File: src/rtl/enc4to2_rr.sv
// Sequential 4-to-2 encoder: sticky pending capture of request lines, one index
// issued per valid/ready transfer with fixed or round-robin priority.
module enc4to2_rr #(
   parameter int unsigned RR = 1
) (
   input  logic       clk,
   input  logic       rst_n,
   input  logic       en,
   input  logic [3:0] y,
   input  logic       ready,
   output logic [1:0] w,
   output logic       valid,
   output logic [3:0] pend
);

   typedef enum logic {
      IDLE = 1'b0,
      HOLD = 1'b1
   } state_t;

   state_t     state, state_next;
   logic [1:0] ptr;
   logic [1:0] base;
   logic [1:0] idx;
   logic [1:0] sel;
   logic       found;
   logic       load;
   logic [3:0] clr;
   logic [3:0] pend_next;

   assign valid = (state == HOLD);
   assign load  = en && (pend != '0) && (!valid || ready);

   // Fixed priority is the rotating search anchored permanently at index 0.
   always_comb begin
      base  = (RR != 0) ? ptr : '0;
      sel   = '0;
      found = 1'b0;
      idx   = '0;
      for (int unsigned i = 0; i < 4; i++) begin
         idx = base + 2'(i);
         if (!found && pend[idx]) begin
            sel   = idx;
            found = 1'b1;
         end
      end
   end

   always_comb begin
      clr = '0;
      if (load) clr[sel] = 1'b1;
      pend_next = (pend & ~clr) | (en ? y : 4'b0000);
   end

   always_comb begin
      state_next = state;
      case (state)
         IDLE: if (load) state_next = HOLD;
         HOLD: begin
            if (ready) state_next = load ? HOLD : IDLE;
         end
         default: state_next = IDLE;
      endcase
   end

   always_ff @(posedge clk or negedge rst_n) begin
      if (!rst_n) begin
         state <= IDLE;
      end else begin
         state <= state_next;
      end
   end

   always_ff @(posedge clk or negedge rst_n) begin
      if (!rst_n) begin
         pend <= '0;
         ptr  <= '0;
         w    <= '0;
      end else begin
         pend <= pend_next;
         if (load) begin
            w   <= sel;
            ptr <= sel + 2'd1;
         end
      end
   end

endmodule

File: config.mk
export PLATFORM = sky130hd
export DESIGN_NAME = enc4to2_rr
export DESIGN_NICKNAME = d
export VERILOG_FILES = /design/src/rtl/enc4to2_rr.sv
export SDC_FILE = /design/constraint.sdc
export NUM_CORES = 1
export LEC_CHECK = 0
export ABC_AREA = 1
export ABC_CLOCK_PERIOD_IN_PS = 1700
export CORE_MARGIN = 3
export CORE_UTILIZATION = 47
export DETAILED_ROUTE_END_ITERATION = 6
export GPL_ROUTABILITY_DRIVEN = 0
export PLACE_DENSITY = 0.76
export SYNTH_ARGS = -nofsm -noshare
export SYNTH_HDL_FRONTEND = slang
export SYNTH_SLANG_ARGS = --single-unit
File: constraint.sdc
create_clock -name clk -period 1.7 [get_ports clk]
set_input_delay 0.34 -clock clk [delete_from_list [all_inputs] [get_ports clk]]
set_output_delay 0.34 -clock clk [all_outputs]
set_load 0.01 [all_outputs]
==> results of run 1 <==
-- per-stage QoR --
stage               area [um^2]  setup WS, ns
floorplan                   654         0.247
global placement            823        0.0221
detailed placement          823       -0.0285
CTS                         851        0.0306
global route                933       -0.0371
finish                      933        0.0929
-- sequential cells by signal, summed over array words and instances (netlist names) --
register	flops
pend	4
w	2
valid	1
base	2
-- worst max path at each step --
stage               cells past startpoint                 to  slack [ns]
floorplan                              11  pend[1]$_DFF_PN0_        0.25
global placement                       11  pend[0]$_DFF_PN0_        0.02
detailed placement                     11  pend[0]$_DFF_PN0_       -0.03
CTS                                    12  pend[0]$_DFF_PN0_        0.03
global route                           12  pend[2]$_DFF_PN0_       -0.04
finish                                  1            pend[2]        0.09
-- what timing repair did --
action / 4_1_cts / 5_1_grt
setup buffers: 0 / 4
setup endpoints to repair: 2 / 7
pin swaps: 0 / 7
resized for setup: 1 / 14
-- layer usage --
metal / vias to the layer above / part of all wire / global-route usage
li1: 361 / - / -
met1: 326 / 0.42 / 0.221
met2: 18 / 0.55 / 0.330
met3: 2 / 0.032 / 0.0127
met4: 0 / 0.0047 / 0.0723
met5: - / 0 / 0
-- report_power, final --
| part | total (mW) | switching, mW | internal [mW] |
|---|---|---|---|
| combinational | 1.64 | 0.975 | 0.662 |
| sequential | 0.432 | 0.120 | 0.312 |
| clock | 0.163 | 0.0723 | 0.0903 |
| total | 2.23 | 1.17 | 1.06 |
-- area by class of cell --
| class | count | area [um^2] | share of cell area |
|---|---|---|---|
| clock buffer | 4 | 26.3 | 0.0282 |
| multi-input combinational | 81 | 433 | 0.464 |
| timing repair buffer | 21 | 196 | 0.210 |
| sequential | 9 | 228 | 0.244 |
| tap | 14 | 17.5 | 0.0188 |
| inverter | 8 | 32.5 | 0.0349 |
-- cells by family after synthesis --
kind of cell    after synthesis  share of synthesized area
compound gates                6                     0.0555
buf+inv                       9                     0.0631
flops                         9                      0.344
simple gates                 75                      0.537
-- cell usage in the layout, fill, tap and decap left out, drive strengths merged --
cell and n:
clkbuf 4, o21a 1, nand3b 1, nand3 13, or3 1, buf 7
dfrtp 9, clkdlybuf4s50 14, inv 8, o21ai 3, o211ai 1, nor2 5
nand2 55, a31oi 1
==> results.rst, run 1 <==
.. list-table::
   :header-rows: 1

   * - Metric
     - Value
   * - Result of the run
     - finished, final reports clean
   * - Total Routing Usage GR
     - 0.183
   * - Hpwl dp
     - 1230 um
   * - Vias in the first global route
     - 620
   * - Number of placed I/O pins
     - 15
   * - CTS H-tree lvls
     - 1
   * - Final number of hold-violating endpoints
     - 0
   * - Rows
     - 12
   * - Max Cap Viol
     - 0
   * - Post-detailed-route wirelength per cell
     - 12.4 um
   * - Buf/Inv on CP
     - 1
   * - R2R Path End
     - pend[3]$_DFF_PN0_
   * - Shortest period the worst path allows
     - 1.61 ns
   * - Detailed-router iteration count before antenna repair
     - 4
   * - Worst Hold Class
     - in2async
   * - Maximum buffer depth of the clock tree
     - 2
   * - Kind of critical path
     - reg2out
   * - Total clock sinks
     - 9
   * - Crit-path max cell delay
     - 0.59 ns
   * - Number of unique standard cell types used by synthesis
     - 18
   * - Async S/R FF share, synth
     - 1.00
   * - Pwr per Cell Area
     - 2390 nW/um^2
   * - Library cell with the largest summed area after synthesis
     - sky130_fd_sc_hd__dfrtp_1
   * - Violation count after the first detailed-route iteration
     - 20
   * - X dimension of the die
     - 43.3 um
   * - Startpoint of the lowest-slack register-to-register path
     - base[0]$_DFFE_PN0P_
   * - Synth cell count leaders
     - sky130_fd_sc_hd__nand2_1, sky130_fd_sc_hd__nand3_1, sky130_fd_sc_hd__nand2_2
   * - Fraction of post-synthesis cell area in the top cell type by area
     - 0.344
   * - Sum of internal, switching and leakage power
     - 2.23 mW
   * - Crit-path cells
     - clkdlybuf4s50_1
   * - Endpoint class of the critical path
     - output pin
   * - Standby leakage power
     - 0.476 nW
   * - Remaining max-slew budget at the tightest pin
     - 0.733
   * - Number of pins with negative max-slew slack in the final report
     - 0
   * - CP max stage cell
     - sky130_fd_sc_hd__clkdlybuf4s50_1
   * - Most instantiated library cell after synthesis
     - sky130_fd_sc_hd__nand2_1
   * - Final core utilization
     - 0.777
   * - Vias after detailed routing
     - 707
   * - Worst-path clk slew
     - 0.06 ns
   * - Post-route fraction of the period consumed by the critical path
     - 0.945
   * - Ant diodes
     - 0
   * - Number of nets with antenna violations after routing
     - 0
   * - Worst Setup SP
     - pend[2]$_DFF_PN0_
   * - Fillers
     - 100
   * - Count of final setup violators
     - 0
   * - Sequential element share of the synthesized area
     - 0.344
   * - Worst-path maximum fanout
     - 5
   * - Area growth, synth to finish
     - 42.6%
   * - Crit-path leading delay family
     - buffers and inverters
   * - Synthesized netlist cell count
     - 99
   * - Number of clock buffers inserted by TritonCTS
     - 3
   * - Root Buffer
     - sky130_fd_sc_hd__clkbuf_4
   * - Most common flop cell mapped by yosys
     - sky130_fd_sc_hd__dfrtp_1
   * - Synthesized net count
     - 107
   * - Upper clock frequency limit
     - 622 MHz
   * - CP Data Arrival Time
     - 1.27 ns
   * - Synth Cell Area
     - 654 um^2
   * - Die height
     - 43.3 um
   * - Number of enable flip-flop cells after synthesis
     - 0
   * - Wire length of the first global-routing pass
     - 2620 um
   * - Number of storage elements in the synthesis netlist
     - 9
   * - Average cell area after synthesis
     - 6.61 um^2
   * - Starting density of the core
     - 0.545
   * - DRC Markers
     - 0
   * - Worst hold margin
     - 0.374 ns
   * - Post-cts hold buffer count
     - 0
   * - Peak supply drop
     - 1.07 mV
   * - Count of placed standard cells in the final layout, fillers left out
     - 137
   * - DIE AREA
     - 1880 um^2
   * - Pin count of the biggest net entering global routing
     - 10
   * - Antenna violations before repair
     - 0
   * - Core region area
     - 1200 um^2
   * - Layout cells sized above 1
     - 0.293
   * - Worst path required time
     - 1.36 ns
   * - Worst reg-to-reg path cell count
     - 11
   * - Crit start category
     - flop
   * - Worst-Skew Late Latency
     - 0.26 ns
   * - Ratio of routed vias to standard cells
     - 5.16
   * - Worst clock skew
     - 0.00448 ns
   * - Slew at the pin closest to its max-slew limit
     - 0.399 ns
   * - Net count of the finished layout
     - 132
   * - Total wire length
     - 1700 um
   * - Port buffer count
     - 14
   * - TNS Setup
     - 0 ns
   * - Number of cells after detailed placement
     - 129
   * - Flop-to-flop setup slack
     - 0.10 ns
   * - Synth area leaders
     - sky130_fd_sc_hd__dfrtp_1, sky130_fd_sc_hd__nand2_1, sky130_fd_sc_hd__nand2_2, sky130_fd_sc_hd__nand3_1, sky130_fd_sc_hd__nand3_2
   * - Number of synthesis warnings
     - 0
   * - Overall overflow remaining after global route
     - 0
   * - Clock tree from TritonCTS
     - done
(Power assumes the default switching activity.)
==> run 2, diff against run 1 <==
==> config.mk (replaced) <==
export PLATFORM = sky130hd
export DESIGN_NAME = enc4to2_rr
export DESIGN_NICKNAME = d
export VERILOG_FILES = /design/src/rtl/enc4to2_rr.sv
export SDC_FILE = /design/constraint.sdc
export NUM_CORES = 1
export LEC_CHECK = 0
export ABC_CLOCK_PERIOD_IN_PS = 1700
export CORE_AREA = 3 3 40 42
export DETAILED_ROUTE_END_ITERATION = 6
export DIE_AREA = 0 0 43 45
export GPL_ROUTABILITY_DRIVEN = 0
export SYNTH_ARGS = -nofsm -noshare
export SYNTH_HDL_FRONTEND = slang
export SYNTH_SLANG_ARGS = --single-unit
==> run 2 against run 1 <==
Effect of this change: synthesized cell count fell by 60%; hold slack got worse by 0.00099 ns; flip-flop and latch count did not move; global-route usage fell by 6.6 points; critical path type unchanged; power fell by 55%; cell area fell by 32%; clock skew rose by 0.0018 ns; combinational power fell by 73%; sequential power fell by 8.8%; largest cell class is now registers; worst setup slack got worse by 0.0070 ns; fmax fell by 0.43%.
==> results.rst, run 2 <==
.. list-table::
   :header-rows: 1

   * - Metric
     - Value
   * - Result of the run
     - finished, final reports clean
   * - Root Buffer
     - sky130_fd_sc_hd__clkbuf_4
   * - Worst-Skew Late Latency
     - 0.26 ns
   * - CP Data Arrival Time
     - 1.27 ns
   * - Crit-path max cell delay
     - 0.57 ns
   * - Crit-path cells
     - clkdlybuf4s50_1
   * - Number of pins with negative max-slew slack in the final report
     - 0
   * - Sw Share
     - 0.355
   * - Number of synthesis warnings
     - 0
   * - Rows
     - 13
   * - Multi-input logic area
     - 189 um^2
   * - Die height
     - 45 um
   * - Max Cap Viol
     - 0
   * - Most flops, register
     - pend
   * - Total area of sequential cells
     - 226 um^2
   * - Most common flop cell mapped by yosys
     - sky130_fd_sc_hd__dfrtp_1
   * - Fillers
     - 131
   * - Ant diodes
     - 0
   * - Vias after detailed routing
     - 383
   * - Post-CTS setup buffers
     - 0
   * - Detailed-router iteration count before antenna repair
     - 4
   * - Total wire length
     - 982 um
   * - Final number of hold-violating endpoints
     - 0
   * - Count of final setup violators
     - 0
   * - Shortest period the worst path allows
     - 1.61 ns
   * - Ratio of routed vias to standard cells
     - 5.11
   * - Unrepaired setup endpoints after global routing
     - no
   * - Switching pwr
     - 0.354 mW
   * - Remaining max-slew budget at the tightest pin
     - 0.694
   * - Pin count of the biggest net entering global routing
     - 10
   * - Wire length of the first global-routing pass
     - 1590 um
   * - Port buffer count
     - 14
   * - Post-detailed-route wirelength per cell
     - 13.1 um
   * - Core region area
     - 1280 um^2
   * - DRC Markers
     - 0
   * - Area growth, synth to finish
     - 48.3%
   * - P_int
     - 0.641 mW
   * - Layout cells sized above 1
     - 0.167
   * - Peak supply drop
     - 0.836 mV
   * - Slew at the pin closest to its max-slew limit
     - 0.453 ns
   * - Synthesized net count
     - 48
   * - Total Routing Usage GR
     - 0.117
   * - Leading cell type in the layout, fill and taps excluded
     - sky130_fd_sc_hd__clkdlybuf4s50_1
   * - Violation count after the first detailed-route iteration
     - 2
   * - CP max stage cell
     - sky130_fd_sc_hd__clkdlybuf4s50_1
   * - Synth cell count leaders
     - sky130_fd_sc_hd__dfrtp_1, sky130_fd_sc_hd__inv_1, sky130_fd_sc_hd__a22o_1
   * - Net count of the finished layout
     - 69
   * - Most used cells in the layout excluding fill and tap cells
     - sky130_fd_sc_hd__clkdlybuf4s50_1, sky130_fd_sc_hd__dfrtp_1, sky130_fd_sc_hd__inv_1
   * - Hpwl dp
     - 749 um
   * - Maximum buffer depth of the clock tree
     - 2
   * - Synth Cell Area
     - 430 um^2
   * - Upper clock frequency limit
     - 620 MHz
   * - DIE AREA
     - 1940 um^2
   * - Post-route fraction of the period consumed by the critical path
     - 0.949
   * - Number of storage elements in the synthesis netlist
     - 9
   * - TNS Setup
     - 0 ns
   * - Synthesized netlist cell count
     - 40
   * - Buf/Inv on CP
     - 1
   * - Synth area leaders
     - sky130_fd_sc_hd__dfrtp_1, sky130_fd_sc_hd__a22o_1, sky130_fd_sc_hd__inv_1, sky130_fd_sc_hd__a21oi_1, sky130_fd_sc_hd__nand3b_1
   * - Number of unique standard cell types used by synthesis
     - 20
   * - Total clock sinks
     - 9
   * - Fraction of post-synthesis cell area in the top cell type by area
     - 0.523
   * - Vias in the first global route
     - 372
   * - Crit-path leading delay family
     - buffers and inverters
   * - X dimension of the die
     - 43 um
   * - Kind of critical path
     - reg2out
   * - Antenna violations before repair
     - 0
   * - Worst-path clk slew
     - 0.06 ns
   * - Crit start category
     - flop
   * - Clock tree from TritonCTS
     - done
   * - Average cell area after synthesis
     - 10.8 um^2
   * - CTS H-tree lvls
     - 1
   * - Number of placed I/O pins
     - 15
   * - Part of the total power dissipated in the clock network
     - 0.164
   * - Placed cell area
     - 604 um^2
   * - Number of nets with antenna violations after routing
     - 0
   * - Library cell with the largest summed area after synthesis
     - sky130_fd_sc_hd__dfrtp_1
   * - Part of the power in registers
     - 0.396
   * - Standby leakage power
     - 0.281 nW
   * - Number of clock buffers inserted by TritonCTS
     - 3
   * - Final Instance Area
     - 638 um^2
   * - Number of enable flip-flop cells after synthesis
     - 0
   * - Pwr per Cell Area
     - 1560 nW/um^2
   * - Worst path required time
     - 1.36 ns
   * - Worst clock skew
     - 0.00630 ns
   * - Endpoint class of the critical path
     - output pin
   * - Starting density of the core
     - 0.335
   * - Sequential element share of the synthesized area
     - 0.523
   * - Largest register FFs
     - 4
   * - Overall overflow remaining after global route
     - 0
   * - Combinational Power Share
     - 0.440
   * - Worst-path maximum fanout
     - 6
   * - Async S/R FF share, synth
     - 1.00
   * - Most instantiated library cell after synthesis
     - sky130_fd_sc_hd__dfrtp_1
   * - Worst Hold Class
     - in2async
-- run 2: cell types whose count changed after synthesis, sizes merged, moves of 2 or more --
| cell | previous run | this run |
|---|---|---|
| a21oi | 0 | 4 |
| a22o | 0 | 4 |
| inv | 8 | 6 |
| nand2 | 55 | 1 |
| nand3 | 13 | 1 |
| nor2 | 5 | 1 |
-- run 2: cells by family (layout without fill, tap and decap cells) --
group           count (synthesis)  in the layout  share of synthesized area
compound gates                 16             16                      0.276
mux                             2              2                     0.0494
buf+inv                         6             26                     0.0523
simple gates                    7              7                     0.0988
flops                           9              9                      0.523
-- run 2: stage by stage --
step                       util  std cells  hold slack, ns  power (mW)  worst slack [ns]
final                     0.497         75           0.373       0.995            0.0860
after global routing      0.497         75           0.378        1.07            0.0195
after CTS                 0.491         75           0.394       0.986            0.0464
after detailed placement  0.470         71           0.497       0.817          -0.00183
after global placement    0.470         71           0.500       0.813            0.0212
after floorplan               -         40          0.0444       0.621             0.192
-- run 2: per-layer routing --
metal | global-route usage | vias to the layer above | part of all wire
li1 | - | 188 | -
met1 | 0.134 | 182 | 0.46
met2 | 0.183 | 11 | 0.48
met3 | 0.0717 | 2 | 0.059
met4 | 0.0361 | 0 | 0.0071
met5 | 0 | - | 0
-- run 2: final timing paths --
check / to / slack, ns / start / cells past startpoint
max: pend[1] / 0.09 / pend[1]$_DFF_PN0_ / 1
min in group clk: w[1]$_DFFE_PN0P_ / 0.51 / w[1]$_DFFE_PN0P_ / 1
max reg2reg: w[1]$_DFFE_PN0P_ / 0.11 / pend[0]$_DFF_PN0_ / 4
min reg2reg: w[1]$_DFFE_PN0P_ / 0.51 / w[1]$_DFFE_PN0P_ / 1
min: pend[1]$_DFF_PN0_ / 0.37 / rst_n / 1
max in group asynchronous: pend[0]$_DFF_PN0_ / 1.02 / rst_n / 1
-- run 2: power groups by stage --
stage / logic (mW) / registers (mW) / clock network, mW
2_1_floorplan: 0.222 / 0.399 / 0
3_3_place_gp: 0.419 / 0.393 / 0
3_5_place_dp: 0.424 / 0.393 / 0
4_1_cts: 0.426 / 0.390 / 0.170
5_1_grt: 0.481 / 0.410 / 0.183
6_report: 0.437 / 0.394 / 0.163
-- run 2: repair_timing --
item / CTS / global route
endpoints found under the setup margin: 0 / 7
hold buffers: 0 / 0
resized for setup: 0 / 2
-- run 2: area by class of cell --
cell class | count | share of cell area
inverter | 6 | 0.0353
tap | 15 | 0.0294
multi-input combinational | 25 | 0.296
sequential | 9 | 0.355
timing repair buffer | 16 | 0.243
clock buffer | 4 | 0.0412
